## config.mk

```make
export PLATFORM = sky130hd
export DESIGN_NAME = seq_matcher
export DESIGN_NICKNAME = d
export VERILOG_FILES = /design/src/rtl/seq_matcher_pkg.sv /design/src/rtl/sm_watchdog.sv /design/src/rtl/seq_matcher.sv
export SDC_FILE = /design/constraint.sdc
export NUM_CORES = 1
export LEC_CHECK = 0
export ABC_AREA = 1
export BUFFER_PORTS_ARGS = -buffer_cell sky130_fd_sc_hd__buf_2
export CAP_MARGIN = 20
export CORE_UTILIZATION = 43
export CTS_CLUSTER_SIZE = 24
export DETAILED_ROUTE_END_ITERATION = 10
export SLEW_MARGIN = 20
export SYNTH_ARGS = -nofsm -noshare
export SYNTH_HDL_FRONTEND = slang
export SYNTH_SLANG_ARGS = --single-unit
```

## constraint.sdc

```tcl
create_clock -name clk -period 2.14 [get_ports clk]
set_clock_uncertainty 0.1 [all_clocks]
set_input_delay 0.214 -clock clk [delete_from_list [all_inputs] [get_ports clk]]
set_output_delay 0.214 -clock clk [all_outputs]
set_load 0.01 [all_outputs]
```

## src/rtl/seq_matcher_pkg.sv

```systemverilog
`default_nettype none
// ============================================================================
// Module   : seq_matcher_pkg
// Purpose  : Shared types and width helpers for the serial pattern matcher.
//            - sm_state_t   : matcher FSM state encoding
//            - fill_width() : bits needed to count 0..PAT_W valid beats
//            - wdog_width() : bits needed to count 0..TIMEOUT cycles
// Revision : 1.0 - initial release
// ============================================================================
package seq_matcher_pkg;

    typedef enum logic [1:0] {
        IDLE  = 2'd0,
        HUNT  = 2'd1,
        ERROR = 2'd2
    } sm_state_t;

    // Fill counter must reach PAT_W itself, hence PAT_W+1 values.
    function automatic int fill_width(input int pat_w);
        return $clog2(pat_w + 1);
    endfunction

    // A disabled watchdog (TIMEOUT=0) still gets a 1-bit vector so that
    // port widths stay legal.
    function automatic int wdog_width(input int timeout);
        return (timeout < 1) ? 1 : $clog2(timeout + 1);
    endfunction

endpackage
`default_nettype wire

```

## src/rtl/sm_watchdog.sv

```systemverilog
`default_nettype none
// ============================================================================
// Module   : sm_watchdog
// Purpose  : Free-running cycle counter with synchronous clear and enable.
//            tc is high while the count sits at TIMEOUT-1, i.e. on the last
//            cycle before a timeout. TIMEOUT=0 ties tc low.
// Ports    : clk  - clock, rising edge
//            rst  - asynchronous active-low reset
//            clr  - synchronous clear (priority over en)
//            en   - count enable
//            tc   - terminal count
// Revision : 1.0 - initial release
// ============================================================================
module sm_watchdog #(
    parameter int TIMEOUT = 128,
    parameter int WD_W    = 8
) (
    input  logic clk,
    input  logic rst,
    input  logic clr,
    input  logic en,
    output logic tc
);

    generate
        if (TIMEOUT == 0) begin : g_disabled
            logic w_unused;
            assign w_unused = &{1'b0, clk, rst, clr, en};
            assign tc       = 1'b0;
        end else begin : g_counter
            localparam logic [WD_W-1:0] c_LAST = WD_W'(TIMEOUT - 1);
            logic [WD_W-1:0] r_count;

            always_ff @(posedge clk or negedge rst) begin
                if (!rst) begin
                    r_count <= '0;
                end else if (clr) begin
                    r_count <= '0;
                end else if (en) begin
                    r_count <= r_count + 1'b1;
                end
            end

            assign tc = (r_count == c_LAST);
        end
    endgenerate

endmodule
`default_nettype wire

```

## src/rtl/seq_matcher.sv

```systemverilog
`default_nettype none
// ============================================================================
// Module   : seq_matcher
// Purpose  : Serial bit-pattern detector with programmable pattern/mask,
//            overlapping or non-overlapping matches, saturating match
//            counter and a no-match watchdog with sticky error.
// Ports    : clk, rst (async active-low)
//            enable    - arms the matcher, low returns to IDLE
//            din       - serial data bit, sampled when din_valid=1
//            pattern   - target pattern, bit 0 = newest bit
//            mask      - 1 = compare bit, 0 = don't care
//            overlap   - 1 = overlapping matches allowed
//            clr       - clears error and match_cnt
//            found     - one-cycle pulse per match
//            match_cnt - saturating match count
//            error     - sticky watchdog timeout
//            busy      - high while hunting
// Revision : 1.0 - initial release
// ============================================================================
module seq_matcher
    import seq_matcher_pkg::*;
#(
    parameter int PAT_W   = 8,
    parameter int CNT_W   = 16,
    parameter int TIMEOUT = 128
) (
    input  logic             clk,
    input  logic             rst,
    input  logic             enable,
    input  logic             din,
    input  logic             din_valid,
    input  logic [PAT_W-1:0] pattern,
    input  logic [PAT_W-1:0] mask,
    input  logic             overlap,
    input  logic             clr,
    output logic             found,
    output logic [CNT_W-1:0] match_cnt,
    output logic             error,
    output logic             busy
);

    localparam int c_FILL_W = fill_width(PAT_W);
    localparam int c_WD_W   = wdog_width(TIMEOUT);
    localparam logic [c_FILL_W-1:0] c_FULL = c_FILL_W'(PAT_W);

    sm_state_t            r_state;
    sm_state_t            w_state_next;
    // The oldest bit is compared on the beat that shifts it out, so only
    // PAT_W-1 history bits need storing.
    logic [PAT_W-2:0]     r_sr;
    logic [c_FILL_W-1:0]  r_fill;
    logic [PAT_W-1:0]     r_pat;
    logic [PAT_W-1:0]     r_mask;

    logic [PAT_W-1:0]     w_sr_next;
    logic [c_FILL_W-1:0]  w_fill_next;
    logic                 w_shift;
    logic                 w_match;
    logic                 w_tc;
    logic                 w_timeout;
    logic                 w_arm;
    logic                 w_wd_clr;

    assign w_shift     = (r_state == HUNT) && enable && din_valid;
    assign w_sr_next   = {r_sr, din};
    assign w_fill_next = (r_fill == c_FULL) ? c_FULL : r_fill + 1'b1;
    assign w_match     = w_shift && (w_fill_next == c_FULL) &&
                         (((w_sr_next ^ r_pat) & r_mask) == '0);
    // A match on the terminal-count cycle wins over the timeout.
    assign w_timeout   = (r_state == HUNT) && enable && w_tc && !w_match;
    assign w_wd_clr    = (r_state != HUNT) || w_match;
    assign busy        = (r_state == HUNT);

    sm_watchdog #(
        .TIMEOUT (TIMEOUT),
        .WD_W    (c_WD_W)
    ) u_wdog (
        .clk (clk),
        .rst (rst),
        .clr (w_wd_clr),
        .en  (r_state == HUNT),
        .tc  (w_tc)
    );

    always_ff @(posedge clk or negedge rst) begin
        if (!rst) begin
            r_state <= IDLE;
        end else begin
            r_state <= w_state_next;
        end
    end

    always_comb begin
        w_state_next = r_state;
        w_arm        = 1'b0;
        case (r_state)
            IDLE: begin
                if (enable) begin
                    w_state_next = HUNT;
                    w_arm        = 1'b1;
                end
            end
            HUNT: begin
                if (!enable) begin
                    w_state_next = IDLE;
                end else if (w_timeout) begin
                    w_state_next = ERROR;
                end
            end
            ERROR: begin
                // Only clr leaves ERROR; enable merely picks the target.
                if (clr) begin
                    if (enable) begin
                        w_state_next = HUNT;
                        w_arm        = 1'b1;
                    end else begin
                        w_state_next = IDLE;
                    end
                end
            end
            default: begin
                w_state_next = IDLE;
            end
        endcase
    end

    always_ff @(posedge clk or negedge rst) begin
        if (!rst) begin
            r_sr      <= '0;
            r_fill    <= '0;
            r_pat     <= '0;
            r_mask    <= '0;
            found     <= 1'b0;
            match_cnt <= '0;
            error     <= 1'b0;
        end else begin
            found <= w_match;

            if (w_arm) begin
                r_pat  <= pattern;
                r_mask <= mask;
            end

            // Every fresh hunt and every drop of enable starts from an
            // empty history; ERROR keeps the history frozen.
            if (w_arm || (r_state == IDLE) || ((r_state == HUNT) && !enable)) begin
                r_sr   <= '0;
                r_fill <= '0;
            end else if (w_shift) begin
                r_sr   <= w_sr_next[PAT_W-2:0];
                r_fill <= (w_match && !overlap) ? '0 : w_fill_next;
            end

            if (clr) begin
                match_cnt <= '0;
            end else if (w_match && (match_cnt != '1)) begin
                match_cnt <= match_cnt + 1'b1;
            end

            if (w_timeout) begin
                error <= 1'b1;
            end else if (clr) begin
                error <= 1'b0;
            end
        end
    end

endmodule
`default_nettype wire

```

==> impl.org <==
** Clock network
- Post-CTS repair changed the size of 0 cells.
- Clock buffer count from CTS :: 5
- Clock latency on the worst-skew pair :: 310 ps
- Maximum clock insertion buffer count :: 2
- Counting every sink on the clock net gives 55.
- Buffers inserted to repair hold after CTS numbered 1.
- The H-tree was split into 2 levels.
- Postcts setup bufs :: 0
- The root buffer cell chosen for the clock tree is sky130_fd_sc_hd__clkbuf_8.
- TritonCTS clock tree :: built
- CTS clk-pin slew, worst paths :: ~100 ps

** Drt
- After detailed routing, the number of vias per cell comes to a little under 5.
- For this run, design rule violations remaining after detail routing come to 0.
- Wires add up to 6.40 mm.
- For this run, the detailed router's first-pass iteration total came to 4.
- Dividing the detail-routed wire length by the instance count gives ~12 um.
- Via count :: roughly 2,500
- Remaining number of nets flagged by the antenna check after routing :: 0
- Starting DRC count in detailed routing :: roughly 120

** Layout
- Count of placed standard cells in the final layout, fillers left out :: a little over 500
- Compared with the post-synthesis result, the final layout area differs by 14.2%.
- 0 antenna diodes ended up in the layout.
- Nets@finish :: roughly 450
- Area of the multi-input gates :: 0.00142 mm^2
- Layout cells sized above 1 :: a little over a fifth
- After filler insertion, the fill cell instance count of the layout stands at 693.
- Storage cell area :: between 0.001 and 0.0015 mm^2

** Synthesis
- Sorting the synthesized cells by area gives the leading types as sky130_fd_sc_hd__dfrtp_1 (45%), sky130_fd_sc_hd__nand2_1 (11%), sky130_fd_sc_hd__inv_1 (6.2%).
- The largest total area in the synthesized netlist belongs to sky130_fd_sc_hd__dfrtp_1.
- Synthesized area per cell :: around 8 um^2
- Share of synthesized area occupied by flip-flops and latches :: approximately 45%
- Yosys printed 0 warnings.
- Ranked by instance count, the synthesized netlist is headed by sky130_fd_sc_hd__nand2_1 (90), sky130_fd_sc_hd__dfrtp_1 (55), sky130_fd_sc_hd__inv_1 (50).
- When the netlist entered floorplanning its net count stood at ~400.
- Number of standard cells after synthesis :: ~380
- Portion of synthesized cell area occupied by the leading cell type :: a little under half
- In the synthesized netlist the async set-or-reset flop fraction comes to 100%.
- Most frequent cell after synthesis :: sky130_fd_sc_hd__nand2_1
- Synthesis instantiated 29 different standard cells from the library.
- Number of synthesized flops with an enable pin :: 0
- Summing every instance area after synthesis gives around 0.0030 mm^2.
- Flip-flop cell with the highest count after synthesis :: sky130_fd_sc_hd__dfrtp_1
- FF+latch count, synth :: 55

** Setup path
- For the worst flop-to-flop path, the logic depth is 11.
- CP endpoint kind :: flip-flop
- The critical path is of the reg2reg type.
- For this design, the slowest cell found on the critical path is sky130_fd_sc_hd__dfrtp_1.
- In this design, the critical path's most frequently occurring cell is sky130_fd_sc_hd__nand2_1.
- The most critical setup path has its startpoint at r_fill[0]$_DFFE_PN0P_.
- Critical path required time :: around 2200 ps
- In this run the register-to-register setup slack is between 200 and 250 ps.
- The worst setup path is launched from a flip-flop.
- Reg-to-reg critical path endpoint :: match_cnt[3]$_DFFE_PN0P_
- Critical R2R Launch :: r_fill[0]$_DFFE_PN0P_
- In this run the worst path has a maximum fanout of 16.
- Worst setup path endpoint :: match_cnt[3]$_DFFE_PN0P_
- Worst Path Arrival :: between 2000 and 2500 ps
- Series of cell instances along the critical path :: inv_1, ha_1, nand3_1, nand2_1, nand2_1, inv_1, nand2_1, nor2_2, nand3_4, nand3_1, nand2_1
- Maximum single-stage delay on the critical path :: approximately 410 ps

** STA
- Final setup violation count :: 0
- Transition time at the pin with the least slew margin :: 717 ps
- The hold violation count in the final report came to 0.
- Max-Slew Margin vs Limit :: 52.2%
- Once routing completed, OpenROAD measured the worst setup slack at roughly 210 ps.
- Final critical delay including setup and external delays :: approximately 1900 ps
- Based on the critical path, the design can be clocked at up to a little over 500 MHz.
- After layout, the worst path uses about 90% of the clock period.
- The total count of max-transition violations in the final report was 0.
- For the final routed database, the setup TNS stands at 0 ps.
- Setup repair after global routing left no endpoint under its margin.

** Placement
- Post-detailed-placement half-perimeter wirelength :: roughly 4.6 mm
- Buffers placed on the I/O ports in this run total 41.
- Placement Setup Slack :: between 200 and 250 ps
- The congestion estimate from routability-driven global placement came to ~0.8.
- The number of placed instances, taps included, is a little over 500.

** Job
- Across the run, the number of max-cap violations was 0.

** Die
- The die covers 0.00743 mm^2.
- Rows :: 30
- Chip width :: about 86 um
- From bottom edge to top edge, the die measures about 86 um.
- For this configuration, the core starts out at a cell density of 44.6%.
- Core outline area :: roughly 0.0068 mm^2
- In this run the count of I/O pins placed on the die edge is 42.

** Power
- Peak VDD IR :: about 260 uV
- Lkg Pwr :: between 0.0015 and 0.002 uW
- In this run the power density over the cells is about 630 mW/mm^2.

** GRT
- GRT Overall Usage :: 18.6%
- Summed over all layers, the global routing overflow is 0.
- First-pass GRT wire length :: between 10 and 15 mm
- Number of antenna violations at the first check in global routing :: 0
- Entering global routing, the biggest net connects 56 pins.
- The via count of the first global-routing pass came to approximately 2,400.

** Worst hold path
- Counting instances, the worst hold path has a depth of 2.
- The path class of the tightest hold or removal check is in2reg.

** Outcome
- Outcome :: finished, final reports clean
kinds of logic after synthesis:
group                    count (synthesis)  share of synthesized area [%]
buffers and inverters                   63                           8.33
AND/OR/NAND/NOR                        210                           33.6
multiplexers                            10                           3.69
XOR/XNOR                                10                           2.87
flip-flops                              55                           45.1
adder cells (fa/ha/maj)                  4                           1.64
AO/OA/AOI/OAI                           24                           4.68
critical path, delay by kind of cell (launching register included):
kind	cells	cell delay (ps)
fa+ha+maj	1	180
buf+inv	2	160
flops	1	410
simple gates	8	970
placed cells by master, fill, tap and decap left out:
master / n
sky130_fd_sc_hd__inv_2: 2
sky130_fd_sc_hd__nor2_1: 41
sky130_fd_sc_hd__nand3b_1: 1
sky130_fd_sc_hd__nand2_2: 1
sky130_fd_sc_hd__xor2_1: 7
sky130_fd_sc_hd__clkbuf_8: 5
sky130_fd_sc_hd__dlygate4sd3_1: 1
sky130_fd_sc_hd__mux2_2: 10
sky130_fd_sc_hd__nand2_1: 90
sky130_fd_sc_hd__o21ai_0: 2
sky130_fd_sc_hd__xnor2_1: 3
sky130_fd_sc_hd__inv_1: 50
sky130_fd_sc_hd__nand3_4: 1
sky130_fd_sc_hd__o21bai_1: 4
sky130_fd_sc_hd__nand3_1: 31
sky130_fd_sc_hd__nand2_4: 1
sky130_fd_sc_hd__buf_4: 6
sky130_fd_sc_hd__nor3_1: 3
sky130_fd_sc_hd__bufinv_16: 1
sky130_fd_sc_hd__ha_1: 4
sky130_fd_sc_hd__o22ai_1: 10
sky130_fd_sc_hd__nand3_2: 12
sky130_fd_sc_hd__dfrtp_1: 55
sky130_fd_sc_hd__nor2_4: 4
sky130_fd_sc_hd__a21oi_1: 8
sky130_fd_sc_hd__nand4_1: 21
sky130_fd_sc_hd__clkinvlp_4: 1
sky130_fd_sc_hd__nor4_1: 1
sky130_fd_sc_hd__clkinv_1: 1
sky130_fd_sc_hd__buf_2: 41
sky130_fd_sc_hd__nor2_2: 2
sky130_fd_sc_hd__or2_2: 1
power breakdown:
| group | switching [uW] | internal [uW] | total [uW] | leakage (uW) |
|---|---|---|---|---|
| registers | 49.6 | 1120 | 1170 | 0.000722 |
| logic | 192 | 132 | 324 | 0.000969 |
| clock network | 352 | 343 | 695 | 0.0000502 |
routing by layer:
metal  global-route usage, %  up-vias  wire [um]
met5                       0        -          0
li1                        -     1308          -
met1                    25.2     1196       3100
met3                    3.05        5        153
met4                    4.85        0         54
met2                    31.2       37       3090
final cells by class:
class,instances,share of cell area [%]
tap,96,3.45
sequential,55,39.5
inverter,53,5.72
timing repair buffer,48,7.48
clock inverter,2,1.08
clock buffer,5,1.98
multi-input combinational,258,40.8
state kept, by name (all words and copies together), names as in the netlist:
register / flops
match_cnt: 16
r_mask: 8
r_pat: 8
u_wdog.g_counter.r_count: 8
r_sr: 7
r_fill: 4
r_state: 2
error: 1
found: 1
worst min path at each step:
stage / from / to / slack [ps]
global placement: rst / error$_DFFE_PN0P_ / 300
CTS: mask[2] / r_mask[2]$_DFFE_PN0P_ / 20
detailed placement: rst / error$_DFFE_PN0P_ / 310
floorplan: rst / error$_DFFE_PN0P_ / -180
global route: mask[2] / r_mask[2]$_DFFE_PN0P_ / 10
finish: mask[2] / r_mask[2]$_DFFE_PN0P_ / 20
stage by stage:
stage | hold WS, ps | total power, uW | area (um^2) | utilization, %
after detailed placement | 307 | 1520 | 3360 | 49.2
after global routing | 14.7 | 2320 | 3480 | 51.0
after CTS | 19.4 | 2210 | 3480 | 51.0
final | 23.9 | 2190 | 3480 | 51.0
after global placement | 303 | 1510 | 3360 | 49.2
after floorplan | -182 | 1400 | 3050 | -
Note: power is estimated with default switching activity, not from simulation.
